File: src/rtl/sk6812_pkg.sv
// Shared types for the SK6812 strip sequencer: FSM state encoding and colour layout.
package sk6812_pkg;

   localparam int COLOUR_W = 32;

   typedef enum logic [3:0] {
      IDLE,
      READ,
      LOAD,
      STRB,
      WAIT_HI,
      WAIT_LO,
      LATCH,
      WAIT_HI2,
      WAIT_LO2,
      DONE
   } seq_state_t;

   typedef struct packed {
      logic [7:0] g;
      logic [7:0] r;
      logic [7:0] b;
      logic [7:0] w;
   } colour_t;

endpackage

File: src/rtl/sk6812_frame_buffer.sv
// One-write/one-read colour RAM with a registered read port (read-before-write on collision).
module sk6812_frame_buffer
   import sk6812_pkg::*;
#(
   parameter int NUM_LEDS = 16,
   parameter int ADDR_W   = $clog2(NUM_LEDS)
) (
   input  logic              clk,
   input  logic              wr_en,
   input  logic [ADDR_W-1:0] wr_addr,
   input  colour_t           wr_data,
   input  logic [ADDR_W-1:0] rd_addr,
   output colour_t           rd_data
);

   colour_t mem [NUM_LEDS];

   // No reset on purpose: contents survive a sequencer reset.
   always_ff @(posedge clk) begin
      if (wr_en) begin
         mem[wr_addr] <= wr_data;
      end
      rd_data <= mem[rd_addr];
   end

endmodule

File: src/rtl/sk6812_strip_sequencer.sv
// Streams buffered RGBW colours to the single-LED SK6812 driver, then latches the strip.
// Optional continuous refresh is enabled by defining SK6812_SEQ_LOOP_EN (adds i_loop).
module sk6812_strip_sequencer
   import sk6812_pkg::*;
#(
   parameter int NUM_LEDS = 16,
   parameter int ADDR_W   = $clog2(NUM_LEDS),
   parameter int CNT_W    = $clog2(NUM_LEDS + 1)
) (
   input  logic                i_clk,
   input  logic                i_reset_n,
   input  logic                i_wr_en,
   input  logic [ADDR_W-1:0]   i_wr_addr,
   input  logic [COLOUR_W-1:0] i_wr_data,
   input  logic                i_start,
   input  logic [CNT_W-1:0]    i_count,
`ifdef SK6812_SEQ_LOOP_EN
   input  logic                i_loop,
`endif
   output logic                o_busy,
   output logic                o_done,
   output logic                o_led_strb,
   output logic [COLOUR_W-1:0] o_led_color,
   output logic                o_reset_strb,
   input  logic                i_led_busy
);

   localparam logic [CNT_W-1:0] MAX_COUNT = CNT_W'(NUM_LEDS);

   seq_state_t       state_reg, state_next;
   logic [CNT_W-1:0] index_reg, index_next;
   logic [CNT_W-1:0] count_reg, count_next;
   colour_t          color_reg, color_next;
   colour_t          rd_data;
   logic [CNT_W-1:0] start_count;

   sk6812_frame_buffer #(
      .NUM_LEDS (NUM_LEDS),
      .ADDR_W   (ADDR_W)
   ) u_buffer (
      .clk     (i_clk),
      .wr_en   (i_wr_en),
      .wr_addr (i_wr_addr),
      .wr_data (colour_t'(i_wr_data)),
      .rd_addr (index_reg[ADDR_W-1:0]),
      .rd_data (rd_data)
   );

   assign start_count = (i_count > MAX_COUNT) ? MAX_COUNT : i_count;

   always_ff @(posedge i_clk or negedge i_reset_n) begin
      if (!i_reset_n) begin
         state_reg <= IDLE;
         index_reg <= '0;
         count_reg <= '0;
         color_reg <= '0;
      end else begin
         state_reg <= state_next;
         index_reg <= index_next;
         count_reg <= count_next;
         color_reg <= color_next;
      end
   end

   always_comb begin
      state_next = state_reg;
      index_next = index_reg;
      count_next = count_reg;
      color_next = color_reg;
      unique case (state_reg)
         IDLE: begin
            if (i_start) begin
               count_next = start_count;
               index_next = '0;
               // An empty frame still latches the strip.
               state_next = (start_count == '0) ? LATCH : READ;
            end
         end
         READ:    state_next = LOAD;
         LOAD: begin
            color_next = rd_data;
            state_next = STRB;
         end
         STRB:    state_next = WAIT_HI;
         WAIT_HI: if (i_led_busy)  state_next = WAIT_LO;
         WAIT_LO: begin
            if (!i_led_busy) begin
               index_next = index_reg + 1'b1;
               state_next = (index_next == count_reg) ? LATCH : READ;
            end
         end
         LATCH:    state_next = WAIT_HI2;
         WAIT_HI2: if (i_led_busy)  state_next = WAIT_LO2;
         WAIT_LO2: if (!i_led_busy) state_next = DONE;
         DONE: begin
`ifdef SK6812_SEQ_LOOP_EN
            if (i_loop) begin
               index_next = '0;
               state_next = (count_reg == '0) ? LATCH : READ;
            end else begin
               state_next = IDLE;
            end
`else
            state_next = IDLE;
`endif
         end
         default: state_next = IDLE;
      endcase
   end

   // Outputs decode straight from the state register so an async reset clears them at once.
   assign o_busy       = (state_reg != IDLE);
   assign o_done       = (state_reg == DONE);
   assign o_led_strb   = (state_reg == STRB);
   assign o_reset_strb = (state_reg == LATCH);
   assign o_led_color  = color_reg;

endmodule

File: config.mk
export PLATFORM = sky130hd
export DESIGN_NAME = sk6812_strip_sequencer
export DESIGN_NICKNAME = d
export VERILOG_FILES = /design/src/rtl/sk6812_pkg.sv /design/src/rtl/sk6812_frame_buffer.sv /design/src/rtl/sk6812_strip_sequencer.sv
export SDC_FILE = /design/constraint.sdc
export NUM_CORES = 1
export LEC_CHECK = 0
export ABC_CLOCK_PERIOD_IN_PS = 1900
export BUFFER_PORTS_ARGS = -buffer_cell sky130_fd_sc_hd__buf_2
export CORE_UTILIZATION = 40
export DETAILED_ROUTE_END_ITERATION = 10
export GPL_TIMING_DRIVEN = 0
export HOLD_SLACK_MARGIN = 0.05
export PLACE_DENSITY_LB_ADDON = 0.05
export SYNTH_ARGS = -nofsm -noshare
export SYNTH_HDL_FRONTEND = slang
export SYNTH_SLANG_ARGS = --single-unit
File: constraint.sdc
create_clock -name i_clk -period 1.9 [get_ports i_clk]
set_input_delay 0 -clock i_clk [delete_from_list [all_inputs] [get_ports i_clk]]
set_output_delay 0 -clock i_clk [all_outputs]
set_load 0.05 [all_outputs]
==> flow_summary.ini <==
[outcome]
status = complete, but fails checks
violations = negative setup slack

[floorplan]
die_w_um = 237
die_h_um = 237
pin_count = 82
fp.dieArea_mm2 = 0.0562
core_mm2 = 0.0542
start_util_pct = 40.7
rows = 85

[timing]
final_hold_viol_count = 0
fin_crit_ns = 2.09
fin_tns_setup_ns = -4.50
layout_setup_ws_ns = -0.186
worst_slew_pin_slew_ns = 0.820
maxSlewViolCount = 0
period_share_pct = 110
fmax_ghz = 0.479
setup_viol = 32
finClkSkew_ns = 0.0255
slew_headroom_pct = 45.1
rsz0062_at_grt = yes

[final_layout]
antenna_cells = 0
drive_gt1_share_pct = 38.8
top_register = u_buffer.mem
stdcell_area_mm2 = 0.0273
largest_reg_flops = 512
area_growth_pct = 23.5
nets = 1232

[clock_tree]
cts_buffers = 66
path_clk_slew_ns = 0.05
tritoncts = done
cts-root-buf = clkbuf_16
h-tree-depth = 3
clk_latency_ns = 0.59
clock_path_buffers = 3
clock-sinks = 590

[placed_design]
place_area_mm2 = 0.0241
io_buffers = 81
place_hpwl_mm = 32.1
gp_congestion = 0.742
dp_slack_ns = -0.991

[critical_path]
r2r_slack_ns = -0.19
arrival_ns = 2.51
crit_fanout = 8
worstSetupPathType = flip-flop to flip-flop
critPathRequiredTime_ns = 2.33
start_kind = flip-flop
critPathCaptureType = flip-flop
reg2reg_depth = 5

[pwr]
leakagePower_nw = 8.89
switching_share_pct = 27.5
pwr-share-seq_pct = 42.3
p_int_mw = 26.5
power.switching_mw = 10.0
power_density_mw_per_mm2 = 1340
power.share.clock_pct = 34.0
peakVddDrop_mv = 0.659
comb_power_share_pct = 23.7

[routing]
drtAntennaViolNets = 0
drt-total-wl_mm = 53.7
wl_per_cell_um = 27.8
via_count = 10500
via_per_inst = 5.44
drt-initial-drc-count = 840
drc_errors = 0
first_pass_iters = 5

[logic_synthesis]
syn-cell-area_mm2 = 0.0221
syn_area_per_cell_um2 = 23.4
synth_edf_count = 512
synth_top_area_share_pct = 69.6
ys_top_cells_by_area = edfxtp_1 (70%), mux4_2 (16%), dfrtp_1 (5.2%), dfxtp_1 (2.9%), mux2_2 (1.5%)
ys_types = 45
synth.largest_area_cell = edfxtp_1
yosys_warnings = 0
async_flop_share_pct = 7.80
postSynthNetCount = 992
ys_ff_latch = 590
synth-main-ff-cell = edfxtp_1
syn_inst = 945
yosysSeqAreaShare_pct = 77.7

[hold_path]
hold_depth = 3
hp-class = input port to flip-flop

[grt]
antenna_found_initial = 0
grt_max_degree = 35
grt_usage_pct = 19.7
grt_pass1_wl_mm = 77.7
grt_overflow_total = 0
grt_pass1_vias = 11000

[job]
max_cap_violations = 0
## layer usage
| metal | vias to the layer above | routed length [um] | GRT usage [%] |
|---|---|---|---|
| met2 | 287 | 24800 | 29.4 |
| met1 | 5675 | 25400 | 29.9 |
| met5 | - | 0 | 0 |
| met4 | 0 | 1040 | 4.85 |
| met3 | 79 | 2460 | 3.44 |
| li1 | 4479 | - | - |
## cells by family (layout without fill, tap and decap cells)
logic type,Yosys count,count (layout),share of synthesized area [%]
flip-flops,590,590,77.7
buffers and inverters,53,345,1.28
multiplexers,193,193,18.0
XOR/XNOR,9,9,0.425
AO/OA/AOI/OAI,27,27,0.770
AND/OR/NAND/NOR,72,72,1.81
adder cells (fa/ha/maj),1,1,0.0566
## final timing paths
check / startpoint / end
setup / recovery: index_reg[0] / u_buffer.rd_data[29]
hold / removal: i_wr_addr[3] / u_buffer.mem[0][15]
setup reg to reg: index_reg[0] / u_buffer.rd_data[29]
hold reg to reg: u_buffer.rd_data[3] / o_led_color[3]
max in group asynchronous: i_reset_n / index_reg[1]
min in group asynchronous: i_reset_n / o_led_color[7]
## worst max-delay path: stages (launching register included)
cell and delay (ns):
dfrtp_1 0.40, buf_12 0.17, buf_16 0.18, buf_16 0.15, mux4_2 0.51, mux4_2 0.53
## Yosys cell counts, drive strengths merged, types with 3 or more instances
master,number
mux2,33
o21ai,15
dfxtp,32
nor4,4
inv,5
edfxtp,512
nor3,6
nand2,10
xnor2,6
dfrtp,46
clkbuf,24
nand4,3
nand3,7
buf,24
nand2b,14
nor2,15
mux4,160
## final cells by class
cell class / count / area [um2]
inverters: 5 / 18.8
repair buffers: 175 / 1750
fillers: 4330 / 27000
multi-input cells: 302 / 4830
well taps: 696 / 871
clock buffers: 102 / 1940
plain buffers: 45 / 527
flip-flops and latches: 590 / 17200
clock inverters: 18 / 169
## cell usage in the layout, fill, tap and decap left out, types with 4 or more instances in the layout
cell,count
edfxtp_1,512
mux4_2,160
buf_2,80
clkbuf_16,76
dlygate4sd3_1,48
dfrtp_1,41
dfxtp_1,32
mux2_2,29
clkbuf_1,27
buf_4,21
buf_16,17
buf_12,14
clkbuf_8,14
nand2b_1,14
nor2_4,12
nand2_1,10
o21ai_0,9
clkbuf_2,8
buf_8,8
nand3_1,7
clkinv_2,7
clkbuf_4,6
o21ai_1,6
xnor2_1,5
clkinv_1,5
dfrtp_2,5
nor3_4,4
mux2_1,4
## power by group through the flow
stage / Combinational [mW] / Sequential, mW / Clock (mW)
global route: 9.22 / 15.6 / 13.1
detailed placement: 7.85 / 15.7 / 0
CTS: 8.29 / 15.5 / 12.7
global placement: 7.75 / 15.7 / 0
finish: 8.65 / 15.5 / 12.4
floorplan: 4.36 / 16.8 / 0
## timing repair
action                                  CTS  global route
endpoints found under the setup margin   79            95
buffers inserted                          3             9
gates cloned                              0             7
pin swaps                                 1             3
resized for setup                        72            18
hold endpoints to repair                588             0
hold buffers                             49             0
## stage by stage
step	instances	utilization, %	hold WS (ns)	total power [mW]
CTS	1919	49.7	0.147	36.4
finish	1933	50.3	0.179	36.5
floorplan	945	-	-0.296	21.2
global placement	1722	43.2	0.263	23.4
global route	1933	50.3	0.174	37.9
detailed placement	1749	44.4	-0.102	23.5
(Power assumes the default switching activity.)
